## config.mk

```make
export PLATFORM = sky130hd
export DESIGN_NAME = vec_addsub_seq
export DESIGN_NICKNAME = d
export VERILOG_FILES = /design/src/rtl/vec_alu_pkg.sv /design/src/rtl/addsub_lane32.sv /design/src/rtl/vec_addsub_seq.sv
export SDC_FILE = /design/constraint.sdc
export NUM_CORES = 1
export LEC_CHECK = 0
export CAP_MARGIN = 20
export CORE_MARGIN = 8
export CORE_UTILIZATION = 51
export CTS_BUF_LIST = sky130_fd_sc_hd__clkbuf_16
export DETAILED_ROUTE_END_ITERATION = 7
export PLACE_DENSITY = 0.8
export SLEW_MARGIN = 0
export SYNTH_ARGS = -nofsm -noshare
export SYNTH_HDL_FRONTEND = slang
export SYNTH_SLANG_ARGS = --single-unit
```

## constraint.sdc

```tcl
create_clock -name clk -period 9.7 [get_ports clk]
set_clock_uncertainty 0.1 [all_clocks]
set_input_delay 1.94 -clock clk [delete_from_list [all_inputs] [get_ports clk]]
set_output_delay 1.94 -clock clk [all_outputs]
set_load 0.02 [all_outputs]
```

## src/rtl/vec_alu_pkg.sv

```systemverilog
`default_nettype none
// ============================================================================
// vec_alu_pkg : shared types, constants and helpers for the vector add/sub path
// Revision    : 1.0
// ============================================================================
package vec_alu_pkg;

  localparam int LANE_W     = 32;
  localparam int LANE_BYTES = LANE_W / 8;

  typedef enum logic [1:0] {
    SEW8  = 2'b00,
    SEW16 = 2'b01,
    SEW32 = 2'b10
  } sew_e;

  typedef enum logic [1:0] {
    IDLE = 2'b00,
    CALC = 2'b01,
    DONE = 2'b10
  } seq_state_e;

  // High when byte k of a 32-bit lane is the lowest byte of an element.
  // The illegal encoding isolates every byte; its result is discarded anyway.
  function automatic logic elem_start(input logic [1:0] sew, input logic [1:0] k);
    case (sew_e'(sew))
      SEW8:    elem_start = 1'b1;
      SEW16:   elem_start = ~k[0];
      SEW32:   elem_start = (k == 2'd0);
      default: elem_start = 1'b1;
    endcase
  endfunction

endpackage
`default_nettype wire

```

## src/rtl/addsub_lane32.sv

```systemverilog
`default_nettype none
// ============================================================================
// addsub_lane32 : four 8-bit add/sub slices with SEW-gated byte carries
// Revision      : 1.0
// ============================================================================
module addsub_lane32
  import vec_alu_pkg::*;
(
  input  logic [31:0] a,
  input  logic [31:0] b,
  input  logic [1:0]  sew,
  input  logic        sub,
  output logic [31:0] sum
);

  logic [3:0] cin;
  logic [2:0] cout;

  for (genvar k = 0; k < 4; k++) begin : g_byte
    logic [7:0] bk;
    assign bk = sub ? ~b[8*k +: 8] : b[8*k +: 8];

    if (k == 0) begin : g_first
      assign cin[k] = sub;
    end else begin : g_chain
      assign cin[k] = elem_start(sew, 2'(k)) ? sub : cout[k-1];
    end

    // The top byte's carry-out would leave the lane, so it is never formed.
    if (k < 3) begin : g_carry
      assign {cout[k], sum[8*k +: 8]} = {1'b0, a[8*k +: 8]} + {1'b0, bk} + {8'b0, cin[k]};
    end else begin : g_top
      assign sum[8*k +: 8] = a[8*k +: 8] + bk + {7'b0, cin[k]};
    end
  end

endmodule
`default_nettype wire

```

## src/rtl/vec_addsub_seq.sv

```systemverilog
`default_nettype none
// ============================================================================
// vec_addsub_seq : multi-cycle vector add/sub sequencer, one 32-bit chunk/clk
// Revision       : 1.0
// ============================================================================
module vec_addsub_seq
  import vec_alu_pkg::*;
#(
  parameter int VLEN = 128
) (
  input  logic            clk,
  input  logic            rst_n,
  input  logic            start_valid,
  output logic            start_ready,
  input  logic [VLEN-1:0] vs1,
  input  logic [VLEN-1:0] vs2,
  input  logic [1:0]      sew,
  input  logic            sub,
  input  logic [7:0]      vl,
  output logic            res_valid,
  input  logic            res_ready,
  output logic [VLEN-1:0] vd,
  output logic            res_err,
  output logic            busy
);

  localparam int NCHUNK = VLEN / LANE_W;
  localparam int CNT_W  = (NCHUNK > 1) ? $clog2(NCHUNK) : 1;
  localparam logic [CNT_W-1:0] LAST_CNT = CNT_W'(NCHUNK - 1);
  localparam logic [15:0] MAX_E8  = 16'(VLEN / 8);
  localparam logic [15:0] MAX_E16 = 16'(VLEN / 16);
  localparam logic [15:0] MAX_E32 = 16'(VLEN / 32);

  seq_state_e      state_q, state_d;
  logic [CNT_W-1:0] cnt_q, cnt_d;
  logic [VLEN-1:0] vs1_q, vs1_d;
  logic [VLEN-1:0] vs2_q, vs2_d;
  logic [VLEN-1:0] vd_q, vd_d;
  logic [1:0]      sew_q, sew_d;
  logic            sub_q, sub_d;
  logic [7:0]      vl_q, vl_d;
  logic            err_q, err_d;

  logic            accept;
  logic [LANE_W-1:0] lane_a, lane_b, lane_sum, lane_masked;
  logic [LANE_BYTES-1:0] keep;
  logic [CNT_W+1:0] byte_idx;
  logic [15:0]     elem_idx;
  logic [15:0]     max_elems;

  assign accept = start_valid & start_ready;
  assign lane_a = vs1_q[cnt_q*LANE_W +: LANE_W];
  assign lane_b = vs2_q[cnt_q*LANE_W +: LANE_W];

  addsub_lane32 u_lane (
    .a   (lane_a),
    .b   (lane_b),
    .sew (sew_q),
    .sub (sub_q),
    .sum (lane_sum)
  );

  // Tail masking: a byte survives only if its element index is below vl.
  always_comb begin
    keep     = '0;
    byte_idx = '0;
    elem_idx = '0;
    for (int k = 0; k < LANE_BYTES; k++) begin
      byte_idx = {cnt_q, 2'(k)};
      case (sew_e'(sew_q))
        SEW16:   elem_idx = 16'(byte_idx) >> 1;
        SEW32:   elem_idx = 16'(byte_idx) >> 2;
        default: elem_idx = 16'(byte_idx);
      endcase
      keep[k] = (elem_idx < {8'b0, vl_q}) && !err_q;
    end
  end

  always_comb begin
    lane_masked = '0;
    for (int k = 0; k < LANE_BYTES; k++) begin
      lane_masked[8*k +: 8] = lane_sum[8*k +: 8] & {8{keep[k]}};
    end
  end

  always_comb begin
    case (sew_e'(sew))
      SEW16:   max_elems = MAX_E16;
      SEW32:   max_elems = MAX_E32;
      default: max_elems = MAX_E8;
    endcase
  end

  // State register
  always_ff @(posedge clk or negedge rst_n) begin
    if (!rst_n) begin
      state_q <= IDLE;
    end else begin
      state_q <= state_d;
    end
  end

  // Next-state logic
  always_comb begin
    state_d = state_q;
    case (state_q)
      IDLE:    if (start_valid) state_d = CALC;
      CALC:    if (cnt_q == LAST_CNT) state_d = DONE;
      DONE:    if (res_ready) state_d = IDLE;
      default: state_d = IDLE;
    endcase
  end

  // Output logic
  always_comb begin
    start_ready = (state_q == IDLE);
    busy        = (state_q != IDLE);
    res_valid   = (state_q == DONE);
    res_err     = (state_q == DONE) && err_q;
    vd          = vd_q;
  end

  // Datapath next values
  always_comb begin
    vs1_d = vs1_q;
    vs2_d = vs2_q;
    sew_d = sew_q;
    sub_d = sub_q;
    vl_d  = vl_q;
    err_d = err_q;
    vd_d  = vd_q;
    cnt_d = cnt_q;
    if (accept) begin
      vs1_d = vs1;
      vs2_d = vs2;
      sew_d = sew;
      sub_d = sub;
      vl_d  = ({8'b0, vl} > max_elems) ? max_elems[7:0] : vl;
      err_d = (sew == 2'b11);
      vd_d  = '0;
      cnt_d = '0;
    end else if (state_q == CALC) begin
      vd_d[cnt_q*LANE_W +: LANE_W] = lane_masked;
      cnt_d = cnt_q + 1'b1;
    end
  end

  always_ff @(posedge clk or negedge rst_n) begin
    if (!rst_n) begin
      vs1_q <= '0;
      vs2_q <= '0;
      sew_q <= '0;
      sub_q <= 1'b0;
      vl_q  <= '0;
      err_q <= 1'b0;
      vd_q  <= '0;
      cnt_q <= '0;
    end else begin
      vs1_q <= vs1_d;
      vs2_q <= vs2_d;
      sew_q <= sew_d;
      sub_q <= sub_d;
      vl_q  <= vl_d;
      err_q <= err_d;
      vd_q  <= vd_d;
      cnt_q <= cnt_d;
    end
  end

endmodule
`default_nettype wire
```

* After elaboration in Yosys (flattened, before gate mapping)
Cells that the tools add are included.
** Cells by class
- Add/subtract/negate cells :: 10
- Multipliers :: 0
- Div/mod/pow operators :: 0
- $lt $le $gt $ge :: 5
- Eq/ne operators :: 11
- Shifts and indexed selects :: 4
- Multiplexer cells :: 22
- Bitwise gates (word level) :: 9
- Reductions and logical operators :: 11
** Operators by type and width (count)
- $mux W128 :: 2
- $shiftx A128 B8 Y32 :: 2
- $bwmux W128 :: 1
- $shift A32 B34 Y128 const A :: 1
- $shiftx A32 B34 Y128 :: 1
- $lt A16 B8 Y1 :: 3
- $mux W8 :: 5
- $neg A7 Y34 :: 1
- $and A8 B8 Y8 :: 4
- $not A8 Y8 :: 4
- $pmux W4 S2 :: 4
- $add A8 B8 Y9 :: 3
- $add A9 B1 Y9 :: 3
- $gt A8 B16 Y1 :: 1
- $eq A2 B2 Y1 const B :: 5
- $mux W2 :: 5
- $pmux W5 S2 :: 1
- $add A8 B1 Y8 :: 1
- $add A8 B8 Y8 :: 1
- $lt A4 B8 Y1 :: 1
- $eq A2 B1 Y1 const B :: 3
- $pmux W2 S3 :: 1
- $logic_and A1 B1 Y1 :: 5
- $ne A2 B2 Y1 const B :: 2
- 9 further kinds :: 12
** Storage, ports and cells
- Register bits after elaboration :: 400
- Latch bits :: 0
- RAM bits :: 0
- Memory bits (read-only) :: 0
- Bits of input ports :: 271
- Output and inout port bits :: 132
- Logic and storage cells :: 81
- Memories :: 0

* Longest topological paths before layout
- Word-level depth :: 16
- Gate-level depth with buffers :: 32
- Depth with buffers taken out :: 30

* Cells and area by module
A second synthesis with hierarchy kept.
** Second synthesis, totals
- Cell total of the unflattened synthesis :: 1868
- Area, all modules :: 18622.9 sq um
** By module, submodules not included
- vec_addsub_seq :: times used 1, cells an instance 1651, area each 16960.0 sq um
- addsub_lane32 :: times used 1, cells an instance 217, area each 1662.8 sq um

* Worst setup path before layout
No wires, ideal clock.
- Path type :: register to register
- From :: reg cnt_q[0]
- To :: reg vd_q[126] (netlist: vd[126])
- Setup time :: 141 ps
- Arrival time :: 8127 ps
- Required time :: 9459 ps
- Setup slack :: 1332 ps
- Cell stages (with the launch flop) :: 32
- Buffers on the path :: 3
- Period minus slack after synthesis :: 8368 ps
- Path through :: dfrtp_1 -> buf_4 -> buf_2 -> buf_2 -> mux4_2 -> ha_1 -> nor2b_1 -> o21a_1 -> o21ai_0 -> a21oi_1 -> o41a_1 -> fa_1 -> fa_1 -> a21o_1 -> a21oi_1 -> o21a_1 -> o21ai_0 -> a31o_2 -> fa_1 -> fa_1 -> a21o_1 -> a21oi_1 -> nor2_1 -> o31ai_1 -> a21oi_1 -> fa_1 -> fa_1 -> a21o_1 -> a21oi_1 -> nor4b_1 -> nor4_1 -> o21ai_0
** Between the ends
- Word-level cells in the longest chain between the ends :: 16
- Elaborated cells between the ends (all ways) :: 43
** Ends and longest elaborated chain
- from (decl) :: line vec_addsub_seq.sv:35 : logic [CNT_W-1:0] cnt_q, cnt_d;
- from (signal assigned) :: line vec_addsub_seq.sv:166 : cnt_q <= cnt_d;
- $shiftx A128 B8 Y32 :: line vec_addsub_seq.sv:53 : assign lane_b = vs2_q[cnt_q*LANE_W +: LANE_W];
- $not A8 Y8 :: line addsub_lane32.sv:21 : assign bk = sub ? ~b[8*k +: 8] : b[8*k +: 8];
- $mux W8 :: line addsub_lane32.sv:21
- $add A8 B8 Y9 :: line addsub_lane32.sv:31 : assign {cout[k], sum[8*k +: 8]} = {1'b0, a[8*k +: 8]} + {1'b0, bk} + {8'b0, cin[k]};
- $add A9 B1 Y9 :: line addsub_lane32.sv:31
- $mux W1 :: line addsub_lane32.sv:26 : assign cin[k] = elem_start(sew, 2'(k)) ? sub : cout[k-1];
- $add A9 B1 Y9 :: line addsub_lane32.sv:31
- $mux W1 :: line addsub_lane32.sv:26
- $add A9 B1 Y9 :: line addsub_lane32.sv:31
- $mux W1 :: line addsub_lane32.sv:26
- $add A8 B1 Y8 :: line addsub_lane32.sv:33 : assign sum[8*k +: 8] = a[8*k +: 8] + bk + {7'b0, cin[k]};
- $and A8 B8 Y8 :: line vec_addsub_seq.sv:82 : lane_masked[8*k +: 8] = lane_sum[8*k +: 8] & {8{keep[k]}};
- $shiftx A32 B34 Y128 :: line vec_addsub_seq.sv:143 : vd_d[cnt_q*LANE_W +: LANE_W] = lane_masked;
- $bwmux W128 * :: line vec_addsub_seq.sv:143
- $mux W128 * :: line vec_addsub_seq.sv:142 : end else if (state_q == CALC) begin
- $mux W128 * :: line vec_addsub_seq.sv:133 : if (accept) begin
- to (signal assigned) :: line vec_addsub_seq.sv:165 : vd_q <= vd_d;
- to (decl) :: line vec_addsub_seq.sv:38 : logic [VLEN-1:0] vd_q, vd_d;
Mark *: on every way between the ends. The rest lies on a longest branch, timed or not. The select of a mux whose other input is x is not followed.
A chain may end at the register's enable or synchronous reset.

* Worst setup path after layout
Ends and elaborated chain as after synthesis.

==> impl_metrics.ini <==
[critical_path]
worstPathRequired_ps = 9990
worstPathArrival_ps = 9280
critical_path.most_common_cell = fa_1
critical_path.reg2reg.endpoint = vd[126]$_DFFE_PN0P_
cp-end-kind = flip-flop
critical_path_peak_fanout = 30
crit-reg2reg-launch = cnt_q[0]$_DFFE_PN0P_
ff2ff_setup_slack_ps = 710
startpoint_type = flip-flop
slowest_library_cell_on_the_worst_path = dfrtp_4
timing.critical_path.from = cnt_q[0]$_DFFE_PN0P_
crit_type = reg -> reg
ff2ff_path_depth = 29
largest_incremental_delay_on_the_critical_path_ps = 730

[clock_network]
cts_tree = yes
cts.clk_slew.worst_paths_ps = 60
clk_root_buffer_cell = clkbuf_16
clock_latency_late_sink_ps = 530
cts_setup_buffers = 0
clock_path_buffers = 3
sinks_on_the_clock_net = 400
tritoncts.num_buffers = 41
htree_num_levels = 2

[power_and_ir_drop]
pwr-share-seq_pct = 27.6
worst_ir_drop_vdd_mv = 0.368
power.density_nw_per_um2 = 427
netSwitchingFraction_pct = 46.4
intPower_mw = 5.59
share_of_power_burned_in_the_clock_network_pct = 15.4
total_switching_power_mw = 4.85
combinationalPowerShare_pct = 57.0
total_leakage_power_nw = 11.7

[finish]
post_route_cells_drive_above_1_share_pct = 6.67
multi_input_area_sq_um = 8050
finalNetCount = 2599
areaGrowthSynthToFinish_pct = 32.0
register_cell_area_after_layout_sq_um = 10000
final_core_util_pct = 67.6
fillCellCount = 2726

[global_routing]
grt_overflow_total = 0
grt_usage_pct = 27.6
first_global_vias = 16000
grt_first_pass_wirelength_mm = 90.6
largest_net_degree_at_the_start_of_global_routing = 127
antenna_found_initial = 10

[route]
post-route-drc-count = 0
overall_via_count_from_detail_route = 15500
drtPass1Iterations = 6
antenna_violating_nets_post_route = 0
routed_wirelength_mm = 59.7
route.detailed.wl_per_inst_microns = 21.4
initialDrtViolationCount = 1202
vias_per_cell = 5.57

[worst_hold_path]
hold_depth = 2
hold_class = reg -> reg
worstHoldEndpoint = vs2_q[68]$_DFFE_PN0P_
hold_path.startpoint = vs2_q[68]$_DFFE_PN0P_

[yosys]
synth.net_count = 2230
synth.avg_cell_area_sq_um = 9.71
synth-warning-count = 0
async_flop_share_pct = 100
yosysUniqueCellTypes = 59
post_synth_inst_count = 1908
synth-edff-count = 0
mappedNetlistArea_sq_um = 18500
synth_seq_area_share_pct = 54.0
postSynthRegisterBits = 400
ys_top_cells_by_area = dfrtp_1 (54%), nand2_1 (18%), mux4_2 (7.8%)
yosys_most_used_dff = dfrtp_1
yosys.area.top_type_share_pct = 54.0
synthDominantAreaCellType = dfrtp_1

[flow_run]
max_capacitance_violation_count = 0

[sta]
report.final.hold_viol_count = 0
timing.fmax_ghz = 0.111
rsz_0062_raised_after_global_routing = no
post-route-period-util_pct = 92.6
setup_viol_count_final = 0
worst_slew_margin_rel_pct = 28.2
transition_at_the_pin_with_the_smallest_max_transition_slack_ps = 1080
final_period_minus_worst_setup_slack_ps = 8990
final_max_slew_viols = 0
setup_tns_ps = 0

[floorplan]
die_w_microns = 207
dieArea_sq_um = 42700
top_level_ports = 403
dieHeight_microns = 207
fp.coreArea_sq_um = 36200
initial_utilization_pct = 51.2
rows = 70

[outcome]
status = finished, final reports clean

[placed_design]
detailed_place_hpwl_mm = 44.7
io_buffers = 402
final_wtd_congestion = 0.932
[worst max-delay path: cells and delay by family (launching register included)]
kind	cells	cell delay, ps
multiplexers	1	580
XOR/XNOR	1	150
AO/OA/AOI/OAI	16	3580
flip-flops	1	730
AND/OR/NAND/NOR	4	740
adder cells (fa/ha/maj)	7	2940
[power by group through the flow]
| stage | Clock (mW) | Combinational, mW | Sequential [mW] |
|---|---|---|---|
| floorplan | 0 | 3.59 | 2.86 |
| global placement | 0 | 5.56 | 2.83 |
| detailed placement | 0 | 5.73 | 2.88 |
| CTS | 1.62 | 5.80 | 2.86 |
| global route | 1.70 | 6.39 | 2.95 |
| finish | 1.61 | 5.95 | 2.88 |
[kinds of logic after synthesis]
logic type / share of synthesized area (%)
AO/OA/AOI/OAI: 8.58
flip-flops: 54.0
multiplexers: 8.01
AND/OR/NAND/NOR: 20.7
buffers and inverters: 2.63
XOR/XNOR: 2.36
adder cells (fa/ha/maj): 3.73
[per-stage QoR]
stage / worst slack (ps) / total power [mW] / hold slack (ps) / cell area, sq um / cells
after floorplan: 1330 / 6.45 / 340 / 18500 / 1908
after global placement: 993 / 8.39 / 352 / 22900 / 2696
after detailed placement: 567 / 8.61 / 357 / 22900 / 2696
after CTS: 526 / 10.3 / 373 / 24300 / 2770
after global routing: 154 / 11.0 / 390 / 24500 / 2786
final: 715 / 10.4 / 371 / 24500 / 2789
[per-layer routing]
layer  GRT usage, %  wire (microns)  up-vias
met5              0               0        -
met1           35.1           23000     7642
met4           10.7            2250        0
met3           5.17            5070      115
li1               -               -     7076
met2           46.7           29400      700
[state kept, by name, indices dropped and copies added, names as in the netlist]
register,cells
cnt_q,2
sew_q,2
vd,128
sub_q,1
state_q,2
vl_q,8
vs2_q,128
vs1_q,128
err_q,1
[cell type report]
type                       instances  area share (%)
inverter                          28           0.430
sequential                       400            41.0
timing repair buffer             420            17.6
multi-input combinational       1386            32.9
clock inverter                    31            1.20
tap                              468            2.39
antenna                           13           0.133
clock buffer                      43            4.40
[placed cells by master (no fill, tap or decap), types with 8 or more instances in the layout]
master	n
a21o_1	12
clkbuf_16	43
clkinv_1	9
o21ai_1	11
a21oi_1	16
xor2_1	33
o21a_1	10
dfrtp_1	397
o31ai_1	14
clkdlybuf4s50_1	401
nand2_1	890
xnor2_1	17
nor3_1	8
mux4_2	64
nor2_1	24
diode_2	13
ha_1	44
a22o_1	45
a211oi_1	10
inv_1	36
nor2b_1	8
buf_4	10
and2_1	13
o21ai_0	89
[synth_stat cells, types with 5 or more instances]
master	n
a22o_1	45
nor2b_1	8
nand2b_1	6
nor3_1	8
buf_1	5
o21a_1	10
a211oi_1	10
and2_1	14
o211ai_1	7
mux4_2	64
o21ai_0	89
nor2_1	24
inv_1	28
clkbuf_1	69
xnor2_1	17
nand2_1	891
o31ai_1	14
a21oi_1	16
buf_2	18
fa_1	7
o21ai_1	11
ha_1	44
dfrtp_1	400
a21o_1	12
xor2_1	33
nand3_1	7
[worst max path at each step]
stage	end	slack (ps)
after floorplan	vd[126]$_DFFE_PN0P_	1330
after global placement	vd[30]$_DFFE_PN0P_	990
after detailed placement	vd[126]$_DFFE_PN0P_	570
after CTS	vd[126]$_DFFE_PN0P_	530
after global routing	vd[94]$_DFFE_PN0P_	150
final	vd[126]$_DFFE_PN0P_	710
[timing repair]
action | 4_1_cts | 5_1_grt
resized for setup | 0 | 2
hold buffers | 0 | 0
setup endpoints to repair | 0 | 4
Power figures use the tool's default switching activity.
